## src/rtl/tone_pwm_driver.sv

```systemverilog
// ---------------------------------------------------------------------------
// tone_pwm_driver
//
// Square-wave tone generator for a piezo buzzer. A valid tone period is
// preceded by a short articulation silence (GAP), then played as a PWM
// waveform whose duty cycle follows the live volume setting. Changing the
// tone, or strobing note_strobe, re-articulates the note: the current period
// always runs to completion, then a fresh GAP is inserted before the new
// period starts, so the output never glitches mid-period.
//
// Parameters
//   GAP_CYCLES    articulation silence between notes, in clk cycles
//   MIN_PERIOD    smallest tone_period treated as audible
//
// Ports
//   clk            system clock
//   rst_n          synchronous active-low reset
//   enable         playback enable from the player path
//   tone_period    full square-wave period in clk cycles, 0 = silent
//   note_strobe    one-cycle pulse requesting re-articulation (PLAY only)
//   volume         duty select: 3 = 50 %, 2 = 25 %, 1 = 12.5 %, 0 = mute
//   buzzer         registered PWM drive to the piezo
//   playing        high while the generator is in PLAY
//   active_period  period being generated, 0 outside PLAY
// ---------------------------------------------------------------------------
module tone_pwm_driver #(
    parameter int unsigned GAP_CYCLES = 120000,
    parameter int unsigned MIN_PERIOD = 64
) (
    input  logic        clk,
    input  logic        rst_n,
    input  logic        enable,
    input  logic [15:0] tone_period,
    input  logic        note_strobe,
    input  logic [1:0]  volume,
    output logic        buzzer,
    output logic        playing,
    output logic [15:0] active_period
);

    // Gap counter only needs to reach GAP_CYCLES-1.
    localparam int unsigned GapW = (GAP_CYCLES > 1) ? $clog2(GAP_CYCLES) : 1;
    localparam logic [GapW-1:0] GapLast = GapW'(GAP_CYCLES - 1);

    localparam logic [1:0] StIdle = 2'd0;
    localparam logic [1:0] StGap  = 2'd1;
    localparam logic [1:0] StPlay = 2'd2;

    logic [1:0]      state_q, state_d;
    logic [15:0]     cnt_q, cnt_d;
    logic [GapW-1:0] gap_q, gap_d;
    logic [15:0]     pend_q, pend_d;
    logic            retrig_q, retrig_d;
    logic [15:0]     active_q, active_d;
    logic            buzzer_q, buzzer_d;
    logic            playing_q, playing_d;

    logic            tone_valid;
    logic            run_ok;
    logic            period_end;
    logic            rearticulate;
    logic [15:0]     duty;

    // -----------------------------------------------------------------------
    // Input qualification
    // -----------------------------------------------------------------------
    always_comb begin
        tone_valid   = (tone_period != 16'd0) && (32'(tone_period) >= MIN_PERIOD);
        run_ok       = enable && tone_valid;
        period_end   = (cnt_q == (active_q - 16'd1));
        // Only meaningful in PLAY; a silent tone is handled by run_ok first.
        rearticulate = (tone_period != active_q) || note_strobe;
    end

    // -----------------------------------------------------------------------
    // Next-state logic
    // -----------------------------------------------------------------------
    always_comb begin
        state_d  = state_q;
        cnt_d    = cnt_q;
        gap_d    = gap_q;
        pend_d   = pend_q;
        retrig_d = retrig_q;
        active_d = active_q;

        case (state_q)
            StIdle: begin
                if (run_ok) begin
                    pend_d  = tone_period;
                    gap_d   = '0;
                    state_d = StGap;
                end
            end

            StGap: begin
                if (!run_ok) begin
                    state_d = StIdle;
                    gap_d   = '0;
                end else if (tone_period != pend_q) begin
                    // New note arrived during the silence: restart the gap.
                    pend_d = tone_period;
                    gap_d  = '0;
                end else if (gap_q == GapLast) begin
                    state_d  = StPlay;
                    active_d = pend_q;
                    cnt_d    = 16'd0;
                    gap_d    = '0;
                end else begin
                    gap_d = gap_q + 1'b1;
                end
            end

            StPlay: begin
                if (!run_ok) begin
                    // Stop wins over any pending re-articulation.
                    state_d  = StIdle;
                    active_d = 16'd0;
                    cnt_d    = 16'd0;
                    retrig_d = 1'b0;
                end else begin
                    if (rearticulate) begin
                        retrig_d = 1'b1;
                        pend_d   = tone_period;
                    end
                    if (period_end) begin
                        cnt_d = 16'd0;
                        // Only a request already registered before the last
                        // cycle of the period cuts over at this boundary.
                        if (retrig_q) begin
                            state_d  = StGap;
                            gap_d    = '0;
                            retrig_d = 1'b0;
                            active_d = 16'd0;
                        end
                    end else begin
                        cnt_d = cnt_q + 16'd1;
                    end
                end
            end

            default: begin
                state_d  = StIdle;
                cnt_d    = 16'd0;
                gap_d    = '0;
                retrig_d = 1'b0;
                active_d = 16'd0;
            end
        endcase
    end

    // -----------------------------------------------------------------------
    // PWM output: duty follows the live volume, output lags cnt by a cycle
    // -----------------------------------------------------------------------
    always_comb begin
        case (volume)
            2'd3:    duty = active_q >> 1;
            2'd2:    duty = active_q >> 2;
            2'd1:    duty = active_q >> 3;
            default: duty = 16'd0;
        endcase
        buzzer_d  = (state_q == StPlay) && (volume != 2'd0) && (cnt_q < duty);
        playing_d = (state_d == StPlay);
    end

    // -----------------------------------------------------------------------
    // State registers
    // -----------------------------------------------------------------------
    always_ff @(posedge clk) begin
        if (!rst_n) begin
            state_q   <= StIdle;
            cnt_q     <= 16'd0;
            gap_q     <= '0;
            pend_q    <= 16'd0;
            retrig_q  <= 1'b0;
            active_q  <= 16'd0;
            buzzer_q  <= 1'b0;
            playing_q <= 1'b0;
        end else begin
            state_q   <= state_d;
            cnt_q     <= cnt_d;
            gap_q     <= gap_d;
            pend_q    <= pend_d;
            retrig_q  <= retrig_d;
            active_q  <= active_d;
            buzzer_q  <= buzzer_d;
            playing_q <= playing_d;
        end
    end

    assign buzzer        = buzzer_q;
    assign playing       = playing_q;
    assign active_period = active_q;

endmodule

```

## config.mk

```make
export PLATFORM = sky130hd
export DESIGN_NAME = tone_pwm_driver
export DESIGN_NICKNAME = d
export VERILOG_FILES = /design/src/rtl/tone_pwm_driver.sv
export SDC_FILE = /design/constraint.sdc
export NUM_CORES = 1
export LEC_CHECK = 0
export BUFFER_PORTS_ARGS = -buffer_cell sky130_fd_sc_hd__buf_2
export CAP_MARGIN = 20
export CORE_ASPECT_RATIO = 1.4
export CORE_MARGIN = 1.5
export CORE_UTILIZATION = 45
export CTS_CLUSTER_DIAMETER = 200
export CTS_CLUSTER_SIZE = 12
export DETAILED_ROUTE_END_ITERATION = 12
export HOLD_SLACK_MARGIN = 0.1
export PLACE_DENSITY = 0.65
export SKIP_LAST_GASP = 1
export SLEW_MARGIN = 40
export SYNTH_ARGS = -nofsm -noshare
export SYNTH_HDL_FRONTEND = slang
export SYNTH_SLANG_ARGS = --single-unit
export TNS_END_PERCENT = 30
```

## constraint.sdc

```tcl
create_clock -name clk -period 2.7 [get_ports clk]
set_input_delay 0.135 -clock clk [delete_from_list [all_inputs] [get_ports clk]]
set_output_delay 0.135 -clock clk [all_outputs]
set_load 0.05 [all_outputs]
```

* Word-level counts from Yosys, hierarchy flattened
Cells that the tools add are included.
Operators by class: add/sub/neg operators 3, eq/ne operators 21, magnitude comparators 2, reduce and logical (&&, ||, !) cells 14, bitwise operators 1, multiplexer cells 41
Operators by type and width (number):
- 16-bit two-way mux | 16
- 16-bit one-hot mux with 3 select lines | 3
- 17-bit two-way mux | 7
- 17-bit one-hot mux with 3 select lines | 1
- 15-bit one-hot mux with 3 select lines | 1
- 16-bit inequality test | 2
- 2-bit inequality test (second input constant) | 9
- 17-bit by 1-bit adder with 17-bit output (second input constant) | 1
- 17-bit equality test (second input constant) | 1
- 16-bit by 1-bit adder with 16-bit output (second input constant) | 1
- 16-bit equality test | 1
- 16-bit by 7-bit >= comparator with 1-bit output (second input constant) | 1
- 16-bit less-than comparator | 1
- 16-bit nonzero test | 1
- 16-bit by 1-bit subtractor with 16-bit output (second input constant) | 1
- 2-bit two-way mux | 7
- 6-bit AND reduction | 2
- 2-bit equality test (second input constant) | 4
- 4-bit AND reduction | 2
- 3-bit inequality test (second input constant) | 2
- 2-bit one-hot mux with 3 select lines | 1
- 2-bit by 1-bit equality test with 1-bit output (second input constant) | 2
- 1-bit logical AND | 4
- 1-bit two-way mux | 4
- 7 further kinds | 7
Word-level totals: logic and storage cells 90, bits of input ports 22, flip-flop bits (word level) 70, output and inout bits 18

* Longest topological paths before layout
word-level depth 7, depth in mapped cells 13, gate-level depth less buffers 11

* Least setup slack after synthesis
Ideal clock, no wire load.
kind reg2reg, start reg active_q[1], in the netlist active_period[1], end reg gap_q[10], data required time 2629 ps, library setup time 71 ps, arrival 3245 ps, stages on the path, launching flop included 13, clock period less this slack 3317 ps, path slack -617 ps, cell sequence dfxtp_1 -> clkbuf_1 -> inv_1 -> ha_1 -> o21ba_2 -> a221oi_1 -> a41oi_1 -> a2111oi_2 -> nand4_2 -> and2_4 -> buf_6 -> or4_1 -> a21oi_1
Between the ends: cells in the longest elaborated chain, start to end 4
Ends and longest elaborated chain:
- from (decl) | RTL line 54 | logic [15:0] active_q, active_d;
- from (signal assigned) | RTL line 184 | active_q <= active_d;
- 16-bit by 1-bit subtractor with 16-bit output | RTL line 70 | period_end = (cnt_q == (active_q - 16'd1));
- 16-bit equality test | RTL line 70
- 2-bit inequality test (no line)
- 4-bit AND reduction (no line)
- to (signal assigned) | RTL line 181 | gap_q <= gap_d;
- to (decl) | RTL line 51 | logic [GapW-1:0] gap_q, gap_d;
No other way between the ends. A chain may end at the register's enable or synchronous reset.

* Worst setup path after layout
start reg active_q[9], in the netlist active_period[9], end reg gap_q[14]
Same word-level chain as after synthesis.

==> results.txt <==
----------------------------------------------------
[Timing]
  Total of endpoints with negative setup slack in the final report ... 7
  WHS ... 120 ps
  Actual slew at the worst max-slew pin ... 831 ps
  Post-route setup TNS ... -263 ps
  Worst setup skew after layout ... 6.78 ps
  RSZ-0062 raised after global routing ... true
  Worst path setup slack after routing ... -89.6 ps
  Final hold viol count ... 0
  Normalized max-slew margin ... 44.3%
  Max-slew violation total from the final report ... 0
  Peak clock frequency supported by timing ... 0.358 GHz
  Portion of the clock cycle consumed by the worst path in the final layout ... 103%
  Time the final worst path needs with I/O delays and setup ... 2790 ps

[Synthesis]
  Post-synth cell types ... a little under 60
  Warnings, synthesis ... 0
  Number of nets in the synthesized netlist ... 582
  #FFs+latches synth ... 70
  Sequential fraction of the synthesis area ... 30.2%
  EDFF count, synth ... 0
  Post-Synthesis Cells ... approximately 540
  Dominant cells by area after synthesis ... sky130_fd_sc_hd__dfxtp_1 (30%), sky130_fd_sc_hd__mux2i_1 (7.8%), sky130_fd_sc_hd__xor2_1 (7.7%)
  Share of synthesized flip-flops with an asynchronous set or reset ... 0%
  Area leader, netlist ... sky130_fd_sc_hd__dfxtp_1
  Area fraction of the dominant cell type after synthesis ... a little under a third
  Mean cell area of the mapped netlist ... 8.55 um^2
  Flip-flop cell with the highest count after synthesis ... sky130_fd_sc_hd__dfxtp_1
  Post-synth design cell area ... 4640 um^2

[Min path]
  Destination of the worst hold path ... pend_q[0]
  Hold path cells ... 3
  Launch point of the worst hold path ... tone_period[0]
  Worst Hold Class ... input pin to flop

[Power]
  Worst IR Drop VDD ... 304 uV
  Clock share of power ... 47.9%
  Switch share ... 23.2%
  Reported leakage power ... 0.00234 uW
  Combinational power share ... 7.6%
  Relative contribution of sequential cells to total power ... 44.5%
  Final Power ... between 2000 and 2500 uW
  Power density relative to cell area ... 426 nW/um^2
  Net switching power of the design ... 553 uW
  Cell internal pwr ... approximately 1800 uW

[Layout]
  Layout cells sized above 1 ... between 20% and 30%
  Util after Layout ... 56.4%
  Number of nets in the finished design ... between 600 and 700
  Layout Area Growth over Synthesis ... 20.9%
  Total of fill cells in the finished design ... 914
  Diode insertion count for antenna repair ... 0
  Layout Cell Area excl Fill ... 5610 um^2

[Critical path]
  CP Capture Type ... flop
  Startpoint kind of the worst setup timing path ... flop
  Series of cell instances along the critical path ... or4_4 > or4_1 > o21ai_1 > nor4b_4 > nand4_2 > and2_4 > buf_6 > or4_1 > a21oi_1
  Launch point of the worst reg-to-reg path ... active_period[9]
  Worst stage delay on the critical path ... 530 ps
  CP max FO ... 6
  Arrival time of data at the critical path endpoint ... 3050 ps
  Critical Path Slowest Stage Cell ... sky130_fd_sc_hd__or4_4
  Kind of cell adding the most delay to the critical path ... simple AND/OR/NAND/NOR gates
  Category of the critical setup timing path ... flop to flop
  Logic depth of the worst register-to-register path ... 9
  Most common cell type on the critical path ... sky130_fd_sc_hd__or4_1
  Worst reg2reg setup slack ... -90 ps
  RR Endpoint ... gap_q[14]
  Worst EP required ... between 2000 and 3000 ps
  Count of buffer and inverter cells on the critical path ... 1

[Floorplan]
  Core footprint ... around 10000 um^2
  Boundary pin count ... 40
  Floorplan die width ... between 80 and 90 um
  Starting density of the core ... 46.6%
  Die outline height ... about 120 um
  Cell row count ... 43
  Area of the die ... around 11,000 um^2

[Clock tree]
  Clock Tree Root ... sky130_fd_sc_hd__clkbuf_16
  Level count of the clock H-tree ... 3
  Clock transition time at the flip-flop clock pins of the worst setup and hold paths ... 60 ps
  Cts bufs inserted ... 9
  Worst-skew pair later-pin latency ... 330 ps
  Total number of clock tree sinks ... 70
  Worst-case clock buffer depth ... 2
  TritonCTS clock tree ... built
  Hold buffer count at cts ... 0

[Detailed routing]
  Length of the first detailed-routing pass in iterations ... 4
  Number of design rule violations left after detail routing ... 0
  Routed wire length ... 11.9 mm
  Via count of the routed design ... 4,166
  Average routed wire per standard cell ... 15.9 um
  Number of nets still failing antenna checks after routing ... 0
  DRT iter0 DRCs ... 218
  Via-per-instance ratio ... 5.59

[Status]
  Violations in the final reports ... negative setup slack
  Result of the run ... complete, but fails checks

[Global route]
  Number of global-route vias before repair ... 4,124
  Wire length of the first global-routing pass ... 19.9 mm
  Top Usage Layer GRT ... met2
  Total overflow reported by the global router ... 0
  Antenna violations before repair ... 0
  Fraction of met3 tracks used by global routing ... 3.27%
  Pin count of the biggest net entering global routing ... 39
  Grt met2 use ... between 40% and 50%
  Met1 Use GR ... between 20% and 30%
  Overall track demand over capacity in global routing ... 23.5%

[Placed design]
  Detail Placement HPWL ... roughly 9 mm
  IO buf count ... 39
  Placer congestion estimate ... around 0.85
  Post-placement cell area ... 5240 um^2

[Run]
  Reported max-cap violation count ... 0

----------------------------------------------------
[sequential cells by signal, indices dropped and copies added, names as in the netlist]
signal and flops:
gap_q 17, active_period 16, cnt_q 16, pend_q 16, state_q 2, buzzer 1, playing 1, retrig_q 1
[metrics by stage]
step | setup slack (ps) | instances
after CTS | -81.7 | 745
after floorplan | -260 | 543
after detailed placement | -113 | 722
after global placement | -123 | 722
after global routing | -216 | 745
final | -89.6 | 745
[logic make-up after synthesis]
group	synth area share, %
mux	10.7
fa+ha+maj	4.58
xor+xnor	13.6
flops	30.2
compound gates	12.2
simple gates	24.4
buf+inv	4.37
[worst max path at each step]
stage / depth (start not counted) / from / endpoint / slack (ps)
2_1_floorplan: 10 / active_period[5] / gap_q[10] / -260
3_3_place_gp: 11 / active_period[3] / cnt_q[3] / -120
3_5_place_dp: 11 / active_period[3] / cnt_q[3] / -110
4_1_cts: 9 / active_period[0] / gap_q[14] / -80
5_1_grt: 9 / active_period[9] / gap_q[14] / -220
6_report: 9 / active_period[9] / gap_q[14] / -90
[power groups by stage]
stage | registers (uW) | logic, uW | clock network [uW]
6_report | 1060 | 181 | 1140
5_1_grt | 1060 | 197 | 1210
4_1_cts | 1060 | 182 | 1160
3_5_place_dp | 1080 | 175 | 0
3_3_place_gp | 1080 | 173 | 0
2_1_floorplan | 1080 | 109 | 0
[area by class of cell]
type | instances | area, um^2 | share of cell area (%)
multi-input cells | 427 | 3080 | 54.9
flip-flops and latches | 70 | 1420 | 25.4
repair buffers | 91 | 627 | 11.2
clock buffers | 14 | 275 | 4.91
well taps | 135 | 169 | 3.01
inverters | 6 | 22.5 | 0.401
clock inverters | 2 | 13.8 | 0.245
[placed cells by master, fill, tap and decap left out, types with 5 or more instances in the layout]
master                       n
sky130_fd_sc_hd__xnor2_1    31
sky130_fd_sc_hd__o21ai_0    13
sky130_fd_sc_hd__and4_1      6
sky130_fd_sc_hd__nand2b_1    5
sky130_fd_sc_hd__dfxtp_1    60
sky130_fd_sc_hd__nor4_1      6
sky130_fd_sc_hd__nor2_1     38
sky130_fd_sc_hd__or4_1       6
sky130_fd_sc_hd__xor2_1     41
sky130_fd_sc_hd__o31ai_1     5
sky130_fd_sc_hd__or3_1       5
sky130_fd_sc_hd__nand2_1    53
sky130_fd_sc_hd__ha_1       17
sky130_fd_sc_hd__nand3_1    13
sky130_fd_sc_hd__nand4_1    12
sky130_fd_sc_hd__mux2_2     12
sky130_fd_sc_hd__clkbuf_16  10
sky130_fd_sc_hd__inv_1       6
sky130_fd_sc_hd__a22oi_1    12
sky130_fd_sc_hd__dfxtp_2     6
sky130_fd_sc_hd__and3_1     11
sky130_fd_sc_hd__nor3_1     10
sky130_fd_sc_hd__buf_4      48
sky130_fd_sc_hd__mux2i_1    36
sky130_fd_sc_hd__a21oi_1    15
sky130_fd_sc_hd__nor2b_1    23
sky130_fd_sc_hd__buf_2      39
[cell usage after synthesis (3+ instances only)]
master	count
sky130_fd_sc_hd__a21boi_0	5
sky130_fd_sc_hd__o21ai_0	14
sky130_fd_sc_hd__clkbuf_1	24
sky130_fd_sc_hd__a211oi_1	3
sky130_fd_sc_hd__mux2_2	12
sky130_fd_sc_hd__xor2_1	41
sky130_fd_sc_hd__nand2_1	53
sky130_fd_sc_hd__ha_1	17
sky130_fd_sc_hd__mux2i_1	36
sky130_fd_sc_hd__nand3_1	13
sky130_fd_sc_hd__o31ai_1	6
sky130_fd_sc_hd__a31oi_1	4
sky130_fd_sc_hd__a21oi_1	15
sky130_fd_sc_hd__nor4_1	6
sky130_fd_sc_hd__and4_1	6
sky130_fd_sc_hd__dfxtp_1	70
sky130_fd_sc_hd__or4_1	7
sky130_fd_sc_hd__xnor2_1	31
sky130_fd_sc_hd__a22oi_1	12
sky130_fd_sc_hd__a221oi_1	3
sky130_fd_sc_hd__nand4_1	12
sky130_fd_sc_hd__nor2_1	38
sky130_fd_sc_hd__buf_1	4
sky130_fd_sc_hd__nor3_1	10
sky130_fd_sc_hd__nor2b_1	23
sky130_fd_sc_hd__and2_1	3
sky130_fd_sc_hd__a21o_1	4
sky130_fd_sc_hd__nand2b_1	5
sky130_fd_sc_hd__and3_1	11
sky130_fd_sc_hd__inv_1	6
sky130_fd_sc_hd__buf_2	8
sky130_fd_sc_hd__or3_1	5
[worst register-to-register path: stages, from the launching register on]
cell and delay (ps):
sky130_fd_sc_hd__dfxtp_4 340, sky130_fd_sc_hd__or4_4 530, sky130_fd_sc_hd__or4_1 440, sky130_fd_sc_hd__o21ai_1 100, sky130_fd_sc_hd__nor4b_4 260, sky130_fd_sc_hd__nand4_2 140, sky130_fd_sc_hd__and2_4 190, sky130_fd_sc_hd__buf_6 120
sky130_fd_sc_hd__or4_1 470, sky130_fd_sc_hd__a21oi_1 140
[metal layers]
metal  part of all wire, %  up-vias  wire length [um]
met5                     0        -                 0
met4                   3.8        0               450
met3                   3.0       31               357
met2                    51       99              6050
met1                    42     1989              5010
li1                      -     2047                 -
[repair_timing]
action	4_1_cts	5_1_grt
setup buffers	7	0
pin swaps	16	1
gates resized for setup	6	3
endpoints found under the setup margin	52	52
Power figures use the tool's default switching activity.
